**config.mk**
```make
export PLATFORM = sky130hd
export DESIGN_NAME = ray_slab_hit_collector_flat
export DESIGN_NICKNAME = d
export VERILOG_FILES = /design/src/rtl/rabb_pkg.sv /design/src/rtl/ray_slab_hit_collector_if.sv /design/src/rtl/rabb_sync_fifo.sv /design/src/rtl/ray_slab_hit_collector.sv /design/src/flat_wrapper.sv
export SDC_FILE = /design/constraint.sdc
export NUM_CORES = 1
export LEC_CHECK = 0
export CAP_MARGIN = 20
export CORE_ASPECT_RATIO = 1.25
export CORE_MARGIN = 2
export CORE_UTILIZATION = 55
export CTS_CLUSTER_DIAMETER = 30
export DETAILED_ROUTE_END_ITERATION = 7
export PLACE_DENSITY = 0.81
export SYNTH_ARGS = -nofsm -noshare
export SYNTH_HDL_FRONTEND = slang
export SYNTH_SLANG_ARGS = --single-unit
```
**constraint.sdc**
```tcl
create_clock -name clk -period 3.09 [get_ports clk]
set_input_delay 0.927 -clock clk [delete_from_list [all_inputs] [get_ports clk]]
set_output_delay 0.927 -clock clk [all_outputs]
set_load 0.02 [all_outputs]
```
**src/rtl/rabb_pkg.sv**
```systemverilog
// Shared constants and types for the Ray-AABB (FP 11/9) slab-test datapath.
// Latency: n/a (package only).
// Backpressure: n/a (package only).
package rabb_pkg;

   // Field positions in the 23-bit FP word used by the comparator bank
   localparam int FP_W   = 23;
   localparam int EXC_HI = 22;
   localparam int EXC_LO = 21;
   localparam int SIGN   = 20;

   // Default comparator-bank latency and ray tag width
   localparam int CMP_LAT_DEF = 4;
   localparam int TAG_W_DEF   = 8;

   // One collected result: did the ray hit the box, and which ray it was
   typedef struct packed {
      logic                 hit;
      logic [TAG_W_DEF-1:0] tag;
   } hit_entry_t;

endpackage

```
**src/rtl/ray_slab_hit_collector_if.sv**
```systemverilog
// Handshake bundle between the ray issuer/comparator bank and the hit collector.
// Latency: n/a (wires only).
// Backpressure: in_ready throttles issue, out_ready drains the result queue.
interface ray_slab_hit_collector_if #(
   parameter int TAG_W   = 8,
   parameter int NUM_CMP = 4,
   parameter int CNT_W   = 16
);
   logic               in_valid;
   logic               in_ready;
   logic [TAG_W-1:0]   in_tag;
   logic [NUM_CMP-1:0] le_flags;
   logic               out_valid;
   logic               out_ready;
   logic               out_hit;
   logic [TAG_W-1:0]   out_tag;
   logic [CNT_W-1:0]   hit_count;

   // Issuer / consumer side
   modport master (
      output in_valid, in_tag, le_flags, out_ready,
      input  in_ready, out_valid, out_hit, out_tag, hit_count
   );

   // Collector side
   modport slave (
      input  in_valid, in_tag, le_flags, out_ready,
      output in_ready, out_valid, out_hit, out_tag, hit_count
   );
endinterface

```
**src/rtl/rabb_sync_fifo.sv**
```systemverilog
// Generic synchronous FIFO with separate occupancy count and registered head storage.
// Latency: a pushed entry is visible at head_o the cycle after the push.
// Backpressure: none internally; caller must not push when full unless popping.
module rabb_sync_fifo #(
   parameter int DEPTH = 4,
   parameter int WIDTH = 9
) (
   input  logic                   clk,
   input  logic                   rst,
   input  logic                   push_i,
   input  logic [WIDTH-1:0]       push_dat_i,
   input  logic                   pop_i,
   output logic [WIDTH-1:0]       head_o,
   output logic [$clog2(DEPTH):0] count_o
);
   localparam int AW = $clog2(DEPTH);

   logic [WIDTH-1:0] mem_q [DEPTH];
   logic [AW-1:0]    wr_q, wr_d, rd_q, rd_d;
   logic [AW:0]      cnt_q, cnt_d;
   logic             full, do_push, do_pop;

   assign full    = (cnt_q == (AW+1)'(DEPTH));
   assign do_pop  = pop_i && (cnt_q != '0);
   // A push into a full FIFO is only legal when the head leaves the same cycle
   assign do_push = push_i && (!full || do_pop);
   assign head_o  = mem_q[rd_q];
   assign count_o = cnt_q;

   // Next-state for pointers (wrap naturally, DEPTH is a power of two) and count
   always_comb begin
      wr_d  = wr_q;
      rd_d  = rd_q;
      cnt_d = cnt_q;
      if (do_push) wr_d = wr_q + 1'b1;
      if (do_pop)  rd_d = rd_q + 1'b1;
      case ({do_push, do_pop})
         2'b10:   cnt_d = cnt_q + 1'b1;
         2'b01:   cnt_d = cnt_q - 1'b1;
         default: cnt_d = cnt_q;
      endcase
   end

   // Storage and pointer registers; storage cleared so the head reads zero after reset
   always_ff @(posedge clk) begin
      if (rst) begin
         wr_q  <= '0;
         rd_q  <= '0;
         cnt_q <= '0;
         for (int i = 0; i < DEPTH; i++) mem_q[i] <= '0;
      end else begin
         wr_q  <= wr_d;
         rd_q  <= rd_d;
         cnt_q <= cnt_d;
         if (do_push) mem_q[wr_q] <= push_dat_i;
      end
   end

   a_no_overflow: assert property (@(posedge clk) disable iff (rst) !(push_i && full && !do_pop));

endmodule

```
**src/rtl/ray_slab_hit_collector.sv**
```systemverilog
// Tracks issued ray tags through a fixed delay matching the comparators, ANDs slab flags into a hit bit, queues {hit, tag}.
// Latency: issue at t -> out_valid at t+CMP_LAT+1 when the queue was empty.
// Backpressure: in_ready is a credit check (queued + in flight < FIFO_DEPTH), so no result is ever dropped.
module ray_slab_hit_collector
   import rabb_pkg::*;
#(
   parameter int CMP_LAT    = CMP_LAT_DEF,
   parameter int NUM_CMP    = 4,
   parameter int TAG_W      = TAG_W_DEF,
   parameter int FIFO_DEPTH = 4,
   parameter int CNT_W      = 16
) (
   input logic                       clk,
   input logic                       rst,
   ray_slab_hit_collector_if.slave   bus
);
   localparam int CW = $clog2(FIFO_DEPTH) + 1;

   typedef struct packed {
      logic             hit;
      logic [TAG_W-1:0] tag;
   } entry_t;

   logic [CMP_LAT-1:0] v_q;
   logic [TAG_W-1:0]   tag_q [CMP_LAT];
   logic               issue, push, pop;
   entry_t             push_dat, head;
   logic [CW-1:0]      fifo_cnt;
   logic [CNT_W-1:0]   hit_cnt_q, hit_cnt_d;

   assign issue = bus.in_valid & bus.in_ready;

   // Delay line: shifts every cycle, never stalls, so it always lines up with le_flags
   always_ff @(posedge clk) begin
      if (rst) begin
         v_q <= '0;
         for (int i = 0; i < CMP_LAT; i++) tag_q[i] <= '0;
      end else begin
         v_q[0]   <= issue;
         tag_q[0] <= bus.in_tag;
         for (int i = 1; i < CMP_LAT; i++) begin
            v_q[i]   <= v_q[i-1];
            tag_q[i] <= tag_q[i-1];
         end
      end
   end

   // Flags are only meaningful when a tracked ray is at the exit stage
   assign push         = v_q[CMP_LAT-1];
   assign push_dat.hit = &bus.le_flags;
   assign push_dat.tag = tag_q[CMP_LAT-1];

   // Credit: every in-flight ray has a reserved FIFO slot
   assign bus.in_ready  = (int'(fifo_cnt) + $countones(v_q)) < FIFO_DEPTH;
   assign bus.out_valid = (fifo_cnt != '0);
   assign pop           = bus.out_valid & bus.out_ready;
   assign bus.out_hit   = head.hit;
   assign bus.out_tag   = head.tag;
   assign bus.hit_count = hit_cnt_q;

   rabb_sync_fifo #(
      .DEPTH (FIFO_DEPTH),
      .WIDTH ($bits(entry_t))
   ) u_fifo (
      .clk        (clk),
      .rst        (rst),
      .push_i     (push),
      .push_dat_i (push_dat),
      .pop_i      (pop),
      .head_o     (head),
      .count_o    (fifo_cnt)
   );

   // Saturating count of hits handed to the consumer
   always_comb begin
      hit_cnt_d = hit_cnt_q;
      if (pop && head.hit && (hit_cnt_q != '1)) hit_cnt_d = hit_cnt_q + CNT_W'(1);
   end

   // Hit counter register
   always_ff @(posedge clk) begin
      if (rst) hit_cnt_q <= '0;
      else     hit_cnt_q <= hit_cnt_d;
   end

endmodule

```
**src/flat_wrapper.sv**
```systemverilog
// flat-port wrapper written by rule: the top's interface ports become plain ports
module ray_slab_hit_collector_flat import rabb_pkg::*;
#(
   parameter int CMP_LAT    = CMP_LAT_DEF,
   parameter int NUM_CMP    = 4,
   parameter int TAG_W      = TAG_W_DEF,
   parameter int FIFO_DEPTH = 4,
   parameter int CNT_W      = 16
)
  (clk, rst, bus_in_valid, bus_in_tag, bus_le_flags, bus_out_ready, bus_in_ready, bus_out_valid, bus_out_hit, bus_out_tag, bus_hit_count);
  ray_slab_hit_collector_if #(.TAG_W(TAG_W), .NUM_CMP(NUM_CMP), .CNT_W(CNT_W)) bus_i ();
  input logic clk;
  input logic rst;
  input wire logic [$bits(bus_i.in_valid)-1:0] bus_in_valid;
  input wire logic [$bits(bus_i.in_tag)-1:0] bus_in_tag;
  input wire logic [$bits(bus_i.le_flags)-1:0] bus_le_flags;
  input wire logic [$bits(bus_i.out_ready)-1:0] bus_out_ready;
  output wire logic [$bits(bus_i.in_ready)-1:0] bus_in_ready;
  output wire logic [$bits(bus_i.out_valid)-1:0] bus_out_valid;
  output wire logic [$bits(bus_i.out_hit)-1:0] bus_out_hit;
  output wire logic [$bits(bus_i.out_tag)-1:0] bus_out_tag;
  output wire logic [$bits(bus_i.hit_count)-1:0] bus_hit_count;
  assign bus_i.in_valid = bus_in_valid;
  assign bus_i.in_tag = bus_in_tag;
  assign bus_i.le_flags = bus_le_flags;
  assign bus_i.out_ready = bus_out_ready;
  assign bus_in_ready = bus_i.in_ready;
  assign bus_out_valid = bus_i.out_valid;
  assign bus_out_hit = bus_i.out_hit;
  assign bus_out_tag = bus_i.out_tag;
  assign bus_hit_count = bus_i.hit_count;
  ray_slab_hit_collector #(.CMP_LAT(CMP_LAT), .NUM_CMP(NUM_CMP), .TAG_W(TAG_W), .FIFO_DEPTH(FIFO_DEPTH), .CNT_W(CNT_W)) u_core (.clk(clk), .rst(rst), .bus(bus_i));
endmodule
```
==> impl_metrics.py, run 1 <==
metrics = {
    "run_status": {
        "outcome": "complete, but fails checks",
        "violations": "negative setup slack",
    },
    "route": {
        "drt-vias-per-instance": 5.66,
        "drtIter0Drc": 174,
        "vias": 2622,
        "drt_wl_total_um": 7180,
        "drcViolationCount": 0,
        "dr.pass1.iters": 4,
        "wl_per_cell_um": 15.5,
        "ant_nets": 0,
    },
    "final_layout": {
        "fin_cells": 463,
        "fill_cells": 538,
        "n_antenna_cell": 0,
        "fin_nets": 391,
        "synthToLayoutAreaGrowth_pct": 17.9,
        "drive_above_1_share_pct": 10.7,
    },
    "sta": {
        "slew_violations": 0,
        "worstMarginPinSlew_ps": 896,
        "period_needed_ps": 3180,
        "slew_headroom_pct": 40.2,
        "setup_viol": 1,
        "setup_tns_ps": -88.0,
        "holdWs_ps": 439,
        "rsz0062_at_grt": "true",
        "final_hold_viol_count": 0,
        "fin_crit_sh_pct": 103,
        "max_clock_freq_mhz": 315,
        "finalWorstSetupSlack_ps": -88.0,
        "clock_skew_ps": 10.3,
    },
    "clocking": {
        "cts_root_buffer": "clkbuf_8",
        "cts_buffers": 9,
        "clkSlewWorstSetupHoldPaths_ps": 90,
        "cts_tree": "built",
        "post_cts_buffers": 0,
        "clock_latency_ps": 360,
        "numClockSinks": 97,
        "cts.path.max_buffers": 2,
        "htreeDepth": 3,
    },
    "power_and_ir_drop": {
        "p_sw_uw": 780,
        "comb_power_share_pct": 19.7,
        "p_leak_uw": 0.00173,
        "p_seq_share_pct": 52.4,
        "pwr-share-clk_pct": 27.9,
        "p_sw_share_pct": 27.7,
        "intPower_uw": 2040,
        "p_per_area_nw_per_um2": 603,
        "ir_drop_mv": 0.491,
    },
    "synthesis": {
        "ys_warn_count": 0,
        "synth-seq-area-share_pct": 58.1,
        "synth_seq_cells": 97,
        "synth_top_area_cell": "dfxtp_1",
        "ys_types": 43,
        "synth_area_per_cell_um2": 12.0,
        "synth_top_area_share_pct": 30.8,
        "syn_area_um2": 3960,
        "synth_area_leaders": "dfxtp_1, edfxtp_1, nor2b_1",
        "synth_edf_count": 36,
        "syn_nets": 352,
        "postSynthCellCount": 329,
        "synth_top_flop_cell": "dfxtp_1",
        "synthArstFlopShare_pct": 0,
    },
    "worst_setup_path": {
        "critPathMaxFanout": 2,
        "start_kind": "register",
        "cp-end-kind": "output pin",
        "crit_arrival_ps": 2250,
        "cp.required_ps": 2160,
        "critPathKind": "reg2out",
    },
    "grt": {
        "grt_pass1_vias": 2466,
        "grt_max_degree": 52,
        "grt_use_total_pct": 19.2,
        "grt_pass1_wl_um": 11700,
        "antenna_found_initial": 0,
        "overflow": 0,
    },
    "job": {
        "maxCapViolCount": 0,
    },
    "die": {
        "initial_core_util_pct": 56.8,
        "die_w_um": 79.9,
        "ioPinCount": 43,
        "rows": 34,
        "dieHeight_um": 98.9,
        "die-area_um2": 7900,
        "core_um2": 6980,
    },
    "placement": {
        "portBuffers": 42,
        "hpwl_um": 4830,
        "gp_congestion": 0.857,
        "dp.cells": 447,
    },
    "hold_path": {
        "worstHoldPathType": "reg2reg",
    },
}
==> layout by cell type (no fill, tap or decap), drive strengths merged, types with 8 or more instances in the layout <==
master         Yosys  routed
or4               12      12
o31ai             11      11
and3              19      19
clkbuf            12      12
buf                8       8
edfxtp            36      36
nor2b             42      42
mux4               9       9
nand3             10      10
dfxtp             61      61
and2              18      18
nand2              9       9
nor2              12      12
clkdlybuf4s50      0      40
inv                6      10
a21oi             15      15
==> cell usage after synthesis, types with 2 or more instances <==
cell      number
nor2b_1       42
nor2_1        12
nand3_1       10
mux4_1         8
o21ai_0        2
o31ai_1       11
o41ai_1        3
mux2_1         2
ha_1           4
nor3_1         5
and4_1         3
clkbuf_1      11
or3_1          2
inv_1          6
or2_2          2
or4_1         12
and3_1        19
nor4_1         4
a21oi_1       15
nand2_1        8
buf_2          3
buf_1          2
dfxtp_1       61
nand4_1        5
fa_1           3
xor2_1         3
and2_1        18
buf_6          3
edfxtp_1      36
==> metal layers <==
metal / GRT usage (%) / vias to the layer above / wire, um
li1: - / 1282 / -
met1: 23.8 / 1268 / 2980
met2: 32.4 / 60 / 3840
met3: 2.93 / 12 / 232
met4: 9.65 / 0 / 130
met5: 0 / - / 0
==> worst max-delay path: stages (launching register included) <==
cell	delay, ps
dfxtp_2	340
ha_4	160
fa_1	530
nor2b_4	170
fa_1	440
nor2_1	120
buf_4	140
==> cell type report <==
| class | count | area [um^2] | area share, % |
|---|---|---|---|
| Sequential cell | 97 | 2310 | 49.4 |
| Multi-Input combinational cell | 206 | 1580 | 33.8 |
| Timing Repair Buffer | 48 | 458 | 9.81 |
| Clock buffer | 12 | 156 | 3.35 |
| Tap cell | 90 | 113 | 2.41 |
| Clock inverter | 4 | 32.5 | 0.697 |
| Inverter | 6 | 22.5 | 0.482 |
==> per-stage QoR <==
stage	area [um^2]	utilization, %	setup slack, ps	power, uW
after detailed placement	4440	63.6	-156	2030
after floorplan	3960	-	307	1850
after CTS	4630	66.4	-82.0	2820
after global placement	4440	63.6	-142	2010
final	4670	66.9	-88.0	2820
after global routing	4670	66.9	-161	2940
==> final timing paths <==
path                            startpoint                         to  slack [ps]  depth (start not counted)
setup reg to reg  u_core.u_fifo.count_o[1]  u_core.u_fifo.mem_q[0][6]        1030                          5
setup / recovery             u_core.v_q[1]               bus_in_ready         -90                          6
hold / removal         u_core.tag_q[0][11]        u_core.tag_q[0][19]         440                          1
hold reg to reg        u_core.tag_q[0][11]        u_core.tag_q[0][19]         440                          1
==> flip-flops by register name, indices dropped and copies added, names as in the netlist, named ones only <==
register / cells
u_core.u_fifo.mem_q: 36
u_core.tag_q: 32
u_core.bus.hit_count: 16
u_core.v_q: 4
u_core.u_fifo.count_o: 3
u_core.u_fifo.rd_q: 2
u_core.u_fifo.wr_q: 2
==> kinds of logic (layout without fill, tap and decap cells) <==
logic type | after synthesis | in the layout | synth area share, %
XOR/XNOR | 4 | 4 | 0.885
flip-flops | 97 | 97 | 58.1
AO/OA/AOI/OAI | 36 | 36 | 6.00
AND/OR/NAND/NOR | 146 | 146 | 22.1
multiplexers | 13 | 13 | 6.98
adder cells (fa/ha/maj) | 7 | 7 | 2.78
buffers and inverters | 26 | 70 | 3.16
==> power groups by stage <==
stage / Clock (uW) / Combinational (uW) / Sequential, uW
global placement: 0 / 516 / 1500
CTS: 806 / 539 / 1470
global route: 847 / 601 / 1490
floorplan: 0 / 386 / 1470
finish: 785 / 554 / 1480
detailed placement: 0 / 533 / 1500
==> what timing repair did <==
| action | 4_1_cts | 5_1_grt |
|---|---|---|
| endpoints found under the setup margin | 10 | 1 |
| resized for setup | 8 | 8 |
| pin swaps | 0 | 6 |
| hold buffers | 0 | 0 |
Power figures use the tool's default switching activity.
==> run 2, diff against run 1 <==
--- a/config.mk
+++ b/config.mk
@@ -11,6 +11,7 @@
 export CORE_UTILIZATION = 55
 export CTS_CLUSTER_DIAMETER = 30
 export DETAILED_ROUTE_END_ITERATION = 7
+export GPL_TIMING_DRIVEN = 0
 export PLACE_DENSITY = 0.81
 export SYNTH_ARGS = -nofsm -noshare
 export SYNTH_HDL_FRONTEND = slang
==> impl_metrics.py, run 2 (synthesis gave the netlist of run 1 again) <==
metrics = {
    "route": {
        "drcViolationCount": 0,
        "dr.pass1.iters": 6,
        "vias": 2729,
        "drt_wl_total_um": 7550,
        "wl_per_cell_um": 15.8,
        "drtIter0Drc": 132,
        "drt-vias-per-instance": 5.72,
        "ant_nets": 0,
    },
    "grt": {
        "antenna_found_initial": 0,
        "grt_use_total_pct": 20.6,
        "grt_max_degree": 18,
        "grt_pass1_vias": 2682,
        "overflow": 0,
        "grt_pass1_wl_um": 12500,
    },
    "sta": {
        "rsz0062_at_grt": "true",
        "setup_viol": 1,
        "fin_crit_sh_pct": 100,
        "final_hold_viol_count": 0,
        "worstMarginPinSlew_ps": 928,
        "slew_violations": 0,
        "holdWs_ps": 438,
        "finalWorstSetupSlack_ps": -10.1,
        "max_clock_freq_mhz": 323,
        "period_needed_ps": 3100,
        "clock_skew_ps": 8.08,
        "slew_headroom_pct": 38.0,
    },
    "clocking": {
        "clock_latency_ps": 350,
        "clkSlewWorstSetupHoldPaths_ps": 100,
        "post_cts_buffers": 0,
        "numClockSinks": 97,
        "hold_buffers": 0,
        "cts_tree": "built",
        "cts.path.max_buffers": 2,
        "htreeDepth": 3,
        "cts_buffers": 9,
        "cts_root_buffer": "clkbuf_8",
    },
    "power_and_ir_drop": {
        "p_leak_uw": 0.00175,
        "ir_drop_mv": 0.559,
        "p_per_area_nw_per_um2": 609,
    },
    "hold_path": {
        "whs_endpoint": "u_core.tag_q[0][25]",
        "holdCritStartpoint": "u_core.tag_q[0][17]",
        "worstHoldPathType": "reg2reg",
        "min_path_cells": 1,
    },
    "final_layout": {
        "n_antenna_cell": 0,
        "final_common_cell": "dfxtp_1",
        "largest_reg_flops": 36,
        "synthToLayoutAreaGrowth_pct": 20.0,
        "fill_cells": 522,
        "fin_nets": 405,
        "regMostFlops": "u_core.u_fifo.mem_q",
        "final_cell_mix": "dfxtp_1, nor2b_1, clkdlybuf4s50_1",
        "drive_above_1_share_pct": 10.3,
    },
    "worst_setup_path": {
        "cp.required_ps": 2160,
        "reg2regPathDepth": 5,
        "ff2ff_setup_slack_ps": 840,
        "r2r-end": "u_core.u_fifo.mem_q[0][3]",
        "crit_arrival_ps": 2170,
        "start_kind": "register",
        "cp-end-kind": "output pin",
        "critPathKind": "reg2out",
        "critPathMaxFanout": 2,
        "r2r-start": "u_core.u_fifo.count_o[1]",
    },
    "die": {
        "die-area_um2": 7900,
        "ioPinCount": 43,
        "dieHeight_um": 98.9,
        "core_um2": 6980,
        "die_w_um": 79.9,
        "rows": 34,
        "initial_core_util_pct": 56.8,
    },
    "placement": {
        "portBuffers": 42,
        "post-place-ws_ps": -315,
        "gp_congestion": 0.858,
        "hpwl_um": 5100,
    },
    "job": {
        "maxCapViolCount": 0,
    },
    "run_status": {
        "violations": "negative setup slack",
        "outcome": "complete, but fails checks",
    },
}
run 2: cell count changes in the layout (fill, tap and decap cells not counted), sizes merged:
cell / delta
clkdlybuf4s50: +1
clkinv: +1
inv: -2
clkbuf: +10
bufinv: +1
clkinvlp: +2
buf: +1
run 2: final cells by class:
type | count | area (um^2) | area share (%)
clock inverters | 6 | 73.8 | 1.55
inverters | 6 | 22.5 | 0.474
well taps | 90 | 113 | 2.37
multi-input cells | 206 | 1590 | 33.4
flip-flops and latches | 97 | 2310 | 48.6
plain buffers | 20 | 103 | 2.16
repair buffers | 42 | 418 | 8.79
clock buffers | 10 | 128 | 2.69
run 2: worst max-delay path: stages, from the launching register on:
cell	delay [ps]
dfxtp_2	350
ha_4	160
fa_1	500
nor2b_4	130
fa_1	440
nor2_1	100
buf_4	140
run 2: repair_timing:
action,4_1_cts,5_1_grt
pin swaps,5,4
cloned,0,0
endpoints found under the setup margin,1,10
gates resized for setup,15,2
run 2: worst max path at each step:
stage,start,end,slack [ps]
2_1_floorplan,u_core.v_q[3],bus_in_ready,310
3_3_place_gp,bus_out_ready,u_core.u_fifo.mem_q[0][7],-310
3_5_place_dp,bus_out_ready,u_core.u_fifo.mem_q[0][7],-310
4_1_cts,u_core.v_q[2],bus_in_ready,-50
5_1_grt,u_core.v_q[3],bus_in_ready,-70
6_report,u_core.v_q[3],bus_in_ready,-10
run 2: metal layers:
layer	wire length, um	up-vias	global-route usage [%]	part of all wire, %
met5	0	-	0	0
met4	145	0	9.00	1.9
met3	365	12	4.12	4.8
met2	3900	80	33.7	52
met1	3140	1326	26.6	42
li1	-	1311	-	-
run 2: through the flow:
stage	power, uW	TNS, ps	utilization (%)	instance area [um^2]	instances
floorplan	1850	0	-	3960	329
global placement	2040	-4640	64.4	4490	461
detailed placement	2070	-4980	64.4	4490	461
CTS	2890	-52.7	67.9	4730	477
global route	3020	-65.6	68.1	4750	477
finish	2890	-10.1	68.1	4750	477
run 2: report_power, final:
group          leakage [uW]  internal [uW]  switching [uW]  total (uW)
combinational      0.000784            305             306         611
clock             0.0000950            384             442         826
sequential         0.000871           1400            62.3        1460
total               0.00175           2080             810        2890
